`src/rtl/mcs_pkg.sv`:
```
`default_nettype none
// ============================================================================
//  Module      : mcs_pkg
//  Description : Shared constants for the p32 multiplier-column sequencer:
//                field width, column geometry, derived bus widths and the
//                sequencer state encoding.
//  Revision    : 1.0  initial release
// ============================================================================
package mcs_pkg;

    localparam int M            = 13;
    localparam int PROD_PER_COL = 8;
    localparam int NUM_COLS     = 4;

    localparam int COL_W = PROD_PER_COL * M;
    localparam int OUT_W = NUM_COLS * COL_W;

    // Group index width; sized for NUM_COLS = 4.
    localparam int SEL_W = 2;

    typedef logic [SEL_W-1:0] sel_t;

    localparam sel_t LAST_SEL = sel_t'(NUM_COLS - 1);

    localparam logic [1:0] IDLE = 2'd0;
    localparam logic [1:0] RUN  = 2'd1;
    localparam logic [1:0] HOLD = 2'd2;

endpackage : mcs_pkg
`default_nettype wire

```
`src/rtl/mcs_capture_bank.sv`:
```
`default_nettype none
// ============================================================================
//  Module      : mcs_capture_bank
//  Description : NUM_COLS x COL_W register bank. One group is written per
//                cycle, selected by sel_i, and the whole bank is presented
//                as one flat product word.
//  Revision    : 1.0  initial release
//
//  Ports
//    clk    in   system clock, rising edge
//    rst_n  in   asynchronous active-low reset, clears every group
//    we_i   in   write enable
//    sel_i  in   group index to write
//    d_i    in   COL_W column products for the selected group
//    q_o    out  OUT_W flat word, group g at q_o[g*COL_W +: COL_W]
// ============================================================================
module mcs_capture_bank
    import mcs_pkg::*;
(
    input  logic             clk,
    input  logic             rst_n,
    input  logic             we_i,
    input  logic [SEL_W-1:0] sel_i,
    input  logic [COL_W-1:0] d_i,
    output logic [OUT_W-1:0] q_o
);

    for (genvar g = 0; g < NUM_COLS; g++) begin : g_group
        logic [COL_W-1:0] grp_q;

        always_ff @(posedge clk or negedge rst_n) begin
            if (!rst_n) begin
                grp_q <= '0;
            end else if (we_i && (sel_i == SEL_W'(g))) begin
                grp_q <= d_i;
            end
        end

        assign q_o[g*COL_W +: COL_W] = grp_q;
    end

endmodule : mcs_capture_bank
`default_nettype wire

```
`src/rtl/mult_column_sched_p32.sv`:
```
`default_nettype none
// ============================================================================
//  Module      : mult_column_sched_p32
//  Description : Shares one 8-output GF(2^13) constant-multiplier column
//                across the 32 products of the p32 BCH datapath. An operand
//                accepted over valid/ready is held on col_b while col_sel
//                walks the NUM_COLS constant banks, one per cycle; each
//                group of 8 products is captured and the full 32-product
//                word is offered downstream over valid/ready.
//  Revision    : 1.0  initial release
//
//  Build option
//    MCS_OVERLAP_EN  when defined, a new operand may be accepted in HOLD
//                    in the same cycle the product word is taken, going
//                    straight back to RUN (initiation interval NUM_COLS+1
//                    instead of NUM_COLS+2).
//
//  Ports
//    clk        in   system clock, rising edge
//    rst_n      in   asynchronous active-low reset
//    in_valid   in   operand valid
//    in_ready   out  operand accepted when in_valid && in_ready
//    in_b       in   field element to multiply
//    col_b      out  operand to the multiplier column (registered)
//    col_sel    out  constant-bank select 0..NUM_COLS-1 (registered)
//    col_p      in   combinational column products for col_b/col_sel
//    out_valid  out  product word valid
//    out_ready  in   downstream accept
//    out_p      out  32 products, product k at out_p[k*M +: M]
//    busy       out  high in RUN or HOLD
// ============================================================================
module mult_column_sched_p32
    import mcs_pkg::*;
(
    input  logic             clk,
    input  logic             rst_n,
    input  logic             in_valid,
    output logic             in_ready,
    input  logic [M-1:0]     in_b,
    output logic [M-1:0]     col_b,
    output logic [1:0]       col_sel,
    input  logic [COL_W-1:0] col_p,
    output logic             out_valid,
    input  logic             out_ready,
    output logic [OUT_W-1:0] out_p,
    output logic             busy
);

    logic [1:0]       state_q,     state_d;
    logic [SEL_W-1:0] cnt_q,       cnt_d;
    logic [M-1:0]     col_b_q,     col_b_d;
    logic [SEL_W-1:0] col_sel_q,   col_sel_d;
    logic             out_valid_q, out_valid_d;

    logic             accept;
    logic             capture_en;

`ifdef MCS_OVERLAP_EN
    // In HOLD, a free slot exists only if the current word leaves this cycle.
    assign in_ready = (state_q == IDLE) || ((state_q == HOLD) && out_ready);
`else
    assign in_ready = (state_q == IDLE);
`endif

    assign accept     = in_valid && in_ready;
    assign capture_en = (state_q == RUN);

    always_comb begin
        state_d     = state_q;
        cnt_d       = cnt_q;
        col_b_d     = col_b_q;
        col_sel_d   = col_sel_q;
        out_valid_d = out_valid_q;

        case (state_q)
            IDLE: begin
                if (accept) begin
                    col_b_d   = in_b;
                    col_sel_d = '0;
                    cnt_d     = '0;
                    state_d   = RUN;
                end
            end

            RUN: begin
                if (cnt_q == LAST_SEL) begin
                    // Last group is captured on this edge, so the word
                    // becomes valid together with it.
                    state_d     = HOLD;
                    out_valid_d = 1'b1;
                end else begin
                    cnt_d     = cnt_q + 1'b1;
                    col_sel_d = cnt_q + 1'b1;
                end
            end

            HOLD: begin
                if (out_ready) begin
                    out_valid_d = 1'b0;
                    col_sel_d   = '0;
                    state_d     = IDLE;
`ifdef MCS_OVERLAP_EN
                    if (accept) begin
                        col_b_d = in_b;
                        cnt_d   = '0;
                        state_d = RUN;
                    end
`endif
                end
            end

            default: begin
                state_d = IDLE;
            end
        endcase
    end

    always_ff @(posedge clk or negedge rst_n) begin
        if (!rst_n) begin
            state_q     <= IDLE;
            cnt_q       <= '0;
            col_b_q     <= '0;
            col_sel_q   <= '0;
            out_valid_q <= 1'b0;
        end else begin
            state_q     <= state_d;
            cnt_q       <= cnt_d;
            col_b_q     <= col_b_d;
            col_sel_q   <= col_sel_d;
            out_valid_q <= out_valid_d;
        end
    end

    mcs_capture_bank u_capture_bank (
        .clk   (clk),
        .rst_n (rst_n),
        .we_i  (capture_en),
        .sel_i (cnt_q),
        .d_i   (col_p),
        .q_o   (out_p)
    );

    assign col_b     = col_b_q;
    assign col_sel   = col_sel_q;
    assign out_valid = out_valid_q;
    assign busy      = (state_q != IDLE);

endmodule : mult_column_sched_p32
`default_nettype wire

```
`config.mk`:
```
export PLATFORM = sky130hd
export DESIGN_NAME = mult_column_sched_p32
export DESIGN_NICKNAME = d
export VERILOG_FILES = /design/src/rtl/mcs_pkg.sv /design/src/rtl/mcs_capture_bank.sv /design/src/rtl/mult_column_sched_p32.sv
export SDC_FILE = /design/constraint.sdc
export NUM_CORES = 1
export LEC_CHECK = 0
export CAP_MARGIN = 0
export CORE_UTILIZATION = 30
export CTS_CLUSTER_DIAMETER = 50
export DETAILED_ROUTE_END_ITERATION = 10
export HOLD_SLACK_MARGIN = 0.08
export PLACE_DENSITY = 0.58
export SYNTH_ARGS = -nofsm -noshare
export SYNTH_HDL_FRONTEND = slang
export SYNTH_SLANG_ARGS = --single-unit
```
`constraint.sdc`:
```
create_clock -name clk -period 3.93 [get_ports clk]
set_input_delay 1.179 -clock clk [delete_from_list [all_inputs] [get_ports clk]]
set_output_delay 1.179 -clock clk [all_outputs]
set_load 0.05 [all_outputs]
```
==> reports/results.ini, run 1 <==
[run_status]
outcome=complete, no violations

[setup_path]
path_cells=or2_2, inv_1, clkdlybuf4s50_1
cp-end-kind=output pin
r2r-end=u_capture_bank.g_group[3].grp_q[34]
cp.arrival_ps=2360
cp_slowest_stage_delay_ps=810
cp_slowest_cell=clkdlybuf4s50_1
cp_data_required_time_ps=2750
start_kind=flop
timing.reg2reg.setup_slack_ps=1320
rr_worst_depth=4
reg2reg_from=state_q[0]
worst-path-max-fanout=10
setup.worst_path.class=flop to output pin

[cts]
clock_sinks=436
cts_buffer_depth=3
cts_buffers=57
post_cts_resized=0
clk_latency_ps=590
h-tree-depth=2
postCtsHoldBufs=0
cts_tree=done
post_cts_buffers=0
cts_root_buf=clkbuf_16
clk_pin_slew_ps=60

[run]
max_cap_violations=0

[timing]
max_freq_mhz=282.8
fin_skew_ps=13.22
min_period_over_period_pct=89.99
hold_viol=0
rsz0062_at_grt=no
finalCriticalPeriod_ps=3536
tightestPinTransition_ps=896.9
worst_slack_ps=393.5
finalMaxSlewViolations=0
setup_viol=0
tns_ps=0
maxSlewHeadroom_pct=40.21

[route]
firstDrtPassIters=6
via_per_inst=4.409
drt-initial-drc-count=311
wirelength_mm=47.73
vias=10290
antenna_left=0
routedWlPerCell_microns=20.44
drc=0

[yosys]
synth-seq-area-share_pct=63.61
ys_ff_latch=436
synthTopCellsByCount=dfrtp_1 (436), mux2_2 (230), mux2_4 (197), buf_6 (28), buf_2 (17)
yosys_warnings=0
synthTopCellsByArea=dfrtp_1 (64%), mux2_4 (17%), mux2_2 (15%), buf_6 (1.8%), buf_2 (0.50%)
async_flop_share_pct=100.0
yosysTopAreaCellShare_pct=63.61
yosysMostFrequentCell=dfrtp_1
synthFlopType=dfrtp_1
yosys.area.top_type=dfrtp_1
synth_cell_types=26
synth_fp_nets=1075
avgSynthCellArea_sq_um=18.05
synth-edff-count=0
syn_area_sq_um=17150
syn-instance-count=950

[layout]
nNetsFinal=1657
area_delta_synth_final_pct=48.22
drive_gt1_share_pct=34.98
fin_cells=2335

[floorplan]
die_w_microns=241.1
die_h_microns=241.1
dieArea_sq_um=58130
initial_utilization_pct=30.42
io_pins=555
core-area_sq_um=56390
num_rows=87

[min_path]
hp-class=flop to flop
worstHoldStart=u_capture_bank.g_group[1].grp_q[12]
hold_depth=1
worstHoldEndpoint=u_capture_bank.g_group[1].grp_q[12]

[global_route]
grt-ovfl-total=0
grt_pass1_vias=11090
grt_max_degree=63
grt.total_usage_pct=16.13
antenna_found_initial=2
grt_pass1_wl_mm=71.41

[place]
dp_hpwl_mm=32.97
dp_cells=2229
gp_congestion=0.7456
preCtsSetupSlack_ps=1004
io_buffers=554

worst max-delay path: cells and delay by family (launching register included):
family                 cells  cell delay (ps)
buffers and inverters      2              920
DFF                        1              470
and+or+nand+nor            1              370
layout make-up:
| cell class | count | area (sq um) |
|---|---|---|
| antenna | 1 | 2.502 |
| clock buffer | 72 | 1594 |
| clock inverter | 33 | 295.3 |
| fill | 5090 | 30960 |
| inverter | 5 | 18.77 |
| multi-input combinational | 461 | 5852 |
| sequential | 436 | 10910 |
| tap | 756 | 945.9 |
| timing repair buffer | 571 | 5803 |
logic make-up (layout without fill, tap and decap cells):
group | Yosys count | count (layout) | synth area share (%)
fa+ha+maj | 4 | 4 | 0.2918
compound gates | 13 | 13 | 0.4742
buf+inv | 53 | 681 | 2.560
flops | 436 | 436 | 63.61
simple gates | 14 | 14 | 0.5253
other cells | 0 | 1 | 0
mux | 430 | 430 | 32.54
per-layer routing:
| metal | global-route usage [%] | up-vias | share of wire (%) |
|---|---|---|---|
| met5 | 0 | - | 0.061 |
| li1 | - | 4527 | - |
| met4 | 4.833 | 4 | 2.4 |
| met1 | 19.96 | 5304 | 41 |
| met2 | 25.60 | 387 | 47 |
| met3 | 6.668 | 72 | 9.5 |
state kept, by name, indices dropped and copies added, names as in the netlist:
name                          cells
out_valid                         1
u_capture_bank.g_group.grp_q    416
state_q                           2
col_sel                           2
col_b                            13
cnt_q                             2
per-stage QoR:
| stage | util [%] | hold slack [ps] | cell area, sq um |
|---|---|---|---|
| final | 45.08 | 501.2 | 25420 |
| after global routing | 45.08 | 510.3 | 25420 |
| after CTS | 45.08 | 501.9 | 25420 |
| after detailed placement | 41.73 | 488.9 | 23530 |
| after global placement | 41.73 | 476.0 | 23530 |
| after floorplan | - | 525.7 | 17150 |
placed cells by master, fill, tap and decap left out, drive strengths merged, types with 2 or more instances in the layout:
cell           count
a22o               2
bufinv             2
o22ai              2
dfrtp            436
buf               18
nor2               2
clkdlybuf4s50    553
inv               14
clkinvlp           3
o21ai              4
a21oi              3
nand2b             3
nand2              5
ha                 4
clkinv            19
mux2             429
clkbuf            72
how the worst max path moves through the flow:
stage	end	startpoint	cells past startpoint
finish	in_ready	state_q[0]	3
global route	in_ready	state_q[0]	3
CTS	in_ready	state_q[0]	3
detailed placement	in_ready	state_q[0]	3
global placement	in_ready	state_q[0]	3
floorplan	in_ready	state_q[0]	3
Power of run 1 is left out: the tool's default activity adds up to more than one toggle a clock period on the data nets, which glitch-free logic cannot reach.
==> inputs of run 2 (changes only) <==
- PLACE_DENSITY: 0.58 -> default
==> run 2 against run 1 <==
Against the previous run:
- final area hardly changed
- clock-buffer cell count is 4 higher
- hold slack worse by 2.1 ps
- non-clock buffer count is 5 higher
- via count is 0.31% lower
- utilization hardly changed
- sequential cell count stayed put
- worst setup slack worse by 0.54 ps
- die area stayed put
- register-to-register slack worse by 80 ps
- critical endpoint unchanged
==> reports/results.ini, run 2 (synthesis results as in run 1) <==
[run_status]
outcome=complete, no violations

[route]
drt-initial-drc-count=271
via_per_inst=4.395
vias=10260
wirelength_mm=46.65
firstDrtPassIters=4
antenna_left=0
drc=0
routedWlPerCell_microns=19.98

[setup_path]
timing.reg2reg.setup_slack_ps=1240
cp_data_required_time_ps=2750
setup.worst_path.class=flop to output pin
rr_worst_depth=4
path_cells=or2_2, inv_1, clkdlybuf4s50_1
cp_slowest_stage_delay_ps=850
critical_path.top_delay_family=buffers and inverters
worstPathBufferInverterCount=2
cp.depth=3
start_kind=flop
cp.arrival_ps=2360
cp_slowest_cell=clkdlybuf4s50_1
worst-path-max-fanout=10
cp-end-kind=output pin

[layout]
drive_gt1_share_pct=34.64
antennaDiodeCount=0
final_common_cell=clkdlybuf4s50_1
top_register=u_capture_bank.g_group.grp_q
largest_reg_flops=416
area_delta_synth_final_pct=48.32
layout_common_cells=clkdlybuf4s50_1 (553), dfrtp_1 (436), mux2_2 (230)
nNetsFinal=1660

[floorplan]
num_rows=87
core-area_sq_um=56390
initial_utilization_pct=30.42
die_h_microns=241.1
io_pins=555
dieArea_sq_um=58130
die_w_microns=241.1

[timing]
hold_viol=0
max_freq_mhz=282.7
fin_skew_ps=18.46
min_period_over_period_pct=90.00
tns_ps=0
tightestPinTransition_ps=850.5
rsz0062_at_grt=no
maxSlewHeadroom_pct=43.30
finalCriticalPeriod_ps=3537
setup_viol=0
finalMaxSlewViolations=0
finalHoldWorstSlack_ps=499.2

[global_route]
grt.total_usage_pct=15.66
grt_pass1_vias=11130
antenna_found_initial=1
grt_pass1_wl_mm=69.63
grt-ovfl-total=0
grt_max_degree=96

[min_path]
hp-class=flop to flop
hold_depth=1

[cts]
cts_root_buf=clkbuf_16
post_cts_resized=0
clk_pin_slew_ps=50
cts_tree=done
clock_sinks=436
cts_buffers=55
clk_latency_ps=580
postCtsHoldBufs=0
cts_buffer_depth=3
h-tree-depth=2
post_cts_buffers=0

[run]
max_cap_violations=0

[place]
io_buffers=554
dp_hpwl_mm=32.33
gp_congestion=0.7359

==> run 2: cell count changes in the layout (fill, tap and decap cells not counted) <==
cell / change
buf_4: +7
inv_6: -3
clkinv_8: -1
buf_12: -2
bufinv_16: +4
clkbuf_16: -1
clkinv_2: -5
clkinv_4: -2
diode_2: -1
clkbuf_1: +6
clkbuf_8: -1
inv_8: -1
==> run 2: final cells by class <==
cell class                      instances  area, sq um
Clock buffer                           76         1578
Inverter                                5        18.77
Clock inverter                         25        319.1
Sequential cell                       436        10910
Fill cell                            5067        30950
Multi-Input combinational cell        461         5852
Timing Repair Buffer                  576         5816
Tap cell                              756        945.9
==> run 2: path summary, 6_finish.rpt <==
kind / startpoint / to
hold / removal: u_capture_bank.g_group[3].grp_q[73] / u_capture_bank.g_group[3].grp_q[73]
setup / recovery: state_q[0] / in_ready
setup reg to reg: state_q[0] / u_capture_bank.g_group[2].grp_q[58]
min in group asynchronous: rst_n / u_capture_bank.g_group[0].grp_q[6]
max in group asynchronous: rst_n / u_capture_bank.g_group[3].grp_q[58]
hold reg to reg: u_capture_bank.g_group[3].grp_q[73] / u_capture_bank.g_group[3].grp_q[73]
==> run 2: stage by stage <==
step / setup WS (ps) / cells / util (%) / area, sq um
after global placement: 1027 / 2234 / 41.75 / 23540
final: 393.0 / 2335 / 45.12 / 25440
after CTS: 357.3 / 2335 / 45.12 / 25440
after global routing: 272.8 / 2335 / 45.12 / 25440
after detailed placement: 1016 / 2234 / 41.75 / 23540
after floorplan: 1453 / 950 / - / 17150
==> run 2: worst reg2reg max path: stages, from the launching register on <==
cell	delay [ps]
dfrtp_1	500
nor2b_2	750
nand2_8	430
buf_12	370
mux2_4	520
==> run 2: metal layers <==
| metal | vias to the layer above | track usage, % | part of all wire, % |
|---|---|---|---|
| met5 | - | 0 | 0.030 |
| met4 | 2 | 4.373 | 2.1 |
| met3 | 68 | 6.188 | 9.4 |
| met2 | 377 | 25.31 | 47 |
| met1 | 5274 | 19.29 | 41 |
| li1 | 4541 | - | - |
Power of run 2 is left out for the same reason.
==> inputs of run 3 (changes only) <==
- PLACE_DENSITY: default -> 0.63
==> run 3 against run 2 <==
Against the previous run:
- register-to-register slack better by 50 ps
- die area stayed put
- non-clock buffer count is 1 lower
- first-iteration DRC count is 25% higher
- global-route usage hardly changed
- sequential share of layout area is 0.31 points higher
==> reports/results.ini, run 3 (synthesis results as in run 1) <==
[layout]
nNetsFinal=1655
antennaDiodeCount=0
area_delta_synth_final_pct=47.26
final_common_cell=clkdlybuf4s50_1
layout_common_cells=clkdlybuf4s50_1 (553), dfrtp_1 (436), mux2_2 (230)
seqCellArea_sq_um=10910
multiInputGateArea_sq_um=5852
top_register=u_capture_bank.g_group.grp_q
fin_cells=2323
nFillCells=5023
final_util_pct=44.79
drive_gt1_share_pct=34.27
largest_reg_flops=416

[cts]
cts_buffer_depth=3
cts_root_buf=clkbuf_16
clk_latency_ps=580
postCtsHoldBufs=0
post_cts_buffers=0
clk_pin_slew_ps=60
cts_buffers=51
h-tree-depth=2
clock_sinks=436
cts_tree=done
post_cts_resized=0

[setup_path]
worst-path-max-fanout=10
reg2reg_from=state_q[0]
r2r-end=u_capture_bank.g_group[3].grp_q[36]
cp_slowest_cell=clkdlybuf4s50_1
critical_path.top_delay_family=buffers and inverters
start_kind=flop
timing.reg2reg.setup_slack_ps=1290
rr_worst_depth=4
path_cells=or2_2, inv_1, clkdlybuf4s50_1
cp_slowest_stage_delay_ps=800
setup.worst_path.class=flop to output pin
cp.arrival_ps=2290
cp_data_required_time_ps=2750
worstPathBufferInverterCount=2
cp-end-kind=output pin

[place]
gp_congestion=0.7586
dp_cells=2233
io_buffers=554
dp_hpwl_mm=32.22

[min_path]
worstHoldEndpoint=u_capture_bank.g_group[1].grp_q[31]
worstHoldStart=u_capture_bank.g_group[1].grp_q[31]
hp-class=flop to flop
hold_depth=1

[route]
drc=0
via_per_inst=4.433
drt-initial-drc-count=340
antenna_left=0
routedWlPerCell_microns=20.08
firstDrtPassIters=4
vias=10300
wirelength_mm=46.66

[floorplan]
initial_utilization_pct=30.42
dieArea_sq_um=58130
die_h_microns=241.1
io_pins=555
die_w_microns=241.1
num_rows=87
core-area_sq_um=56390

[timing]
setup_viol=0
min_period_over_period_pct=88.21
max_freq_mhz=288.5
tns_ps=0
fin_skew_ps=11.42
finalMaxSlewViolations=0
finalHoldWorstSlack_ps=501.8
tightestPinTransition_ps=966.0
rsz0062_at_grt=no
maxSlewHeadroom_pct=35.60
finalCriticalPeriod_ps=3467
hold_viol=0

[global_route]
grt-ovfl-total=0
antenna_found_initial=0
grt_pass1_vias=11220
grt.total_usage_pct=15.64
grt_pass1_wl_mm=69.79
grt_max_degree=99

[run]
max_cap_violations=0

[run_status]
outcome=complete, no violations

run 3: cell types whose count changed in the layout (fill, tap and decap cells not counted), sizes merged:
cell,previous run,this run
buf,23,22
clkinvlp,3,1
clkinv,11,6
inv,10,8
clkbuf,76,75
bufinv,6,5
run 3: layout make-up:
cell class / instances / area share [%]
inverters: 5 / 0.07431
repair buffers: 575 / 22.85
clock inverters: 15 / 0.8719
multi-input cells: 461 / 23.17
well taps: 756 / 3.745
flip-flops and latches: 436 / 43.20
clock buffers: 75 / 6.093
run 3: worst max-delay path by stage:
| stage | from | to | slack (ps) | cells past startpoint |
|---|---|---|---|---|
| final | state_q[0] | in_ready | 460 | 3 |
| after global routing | state_q[0] | in_ready | 350 | 3 |
| after CTS | state_q[0] | in_ready | 410 | 3 |
| after detailed placement | state_q[0] | in_ready | 1060 | 3 |
| after global placement | state_q[0] | in_ready | 1060 | 3 |
| after floorplan | state_q[0] | in_ready | 1450 | 3 |
run 3: per-layer routing:
layer / global-route usage (%) / part of all wire, %
met2: 25.69 / 48
met1: 18.87 / 40
met4: 5.236 / 2.6
met3: 5.730 / 9.0
met5: 0 / 0
run 3: per-stage QoR:
stage          instance area, sq um  setup WS (ps)
2_1_floorplan                 17150           1453
3_3_place_gp                  23500           1059
3_5_place_dp                  23500           1060
4_1_cts                       25260          409.6
5_1_grt                       25260          352.0
6_report                      25260          463.4
Power of run 3 is left out for the same reason.
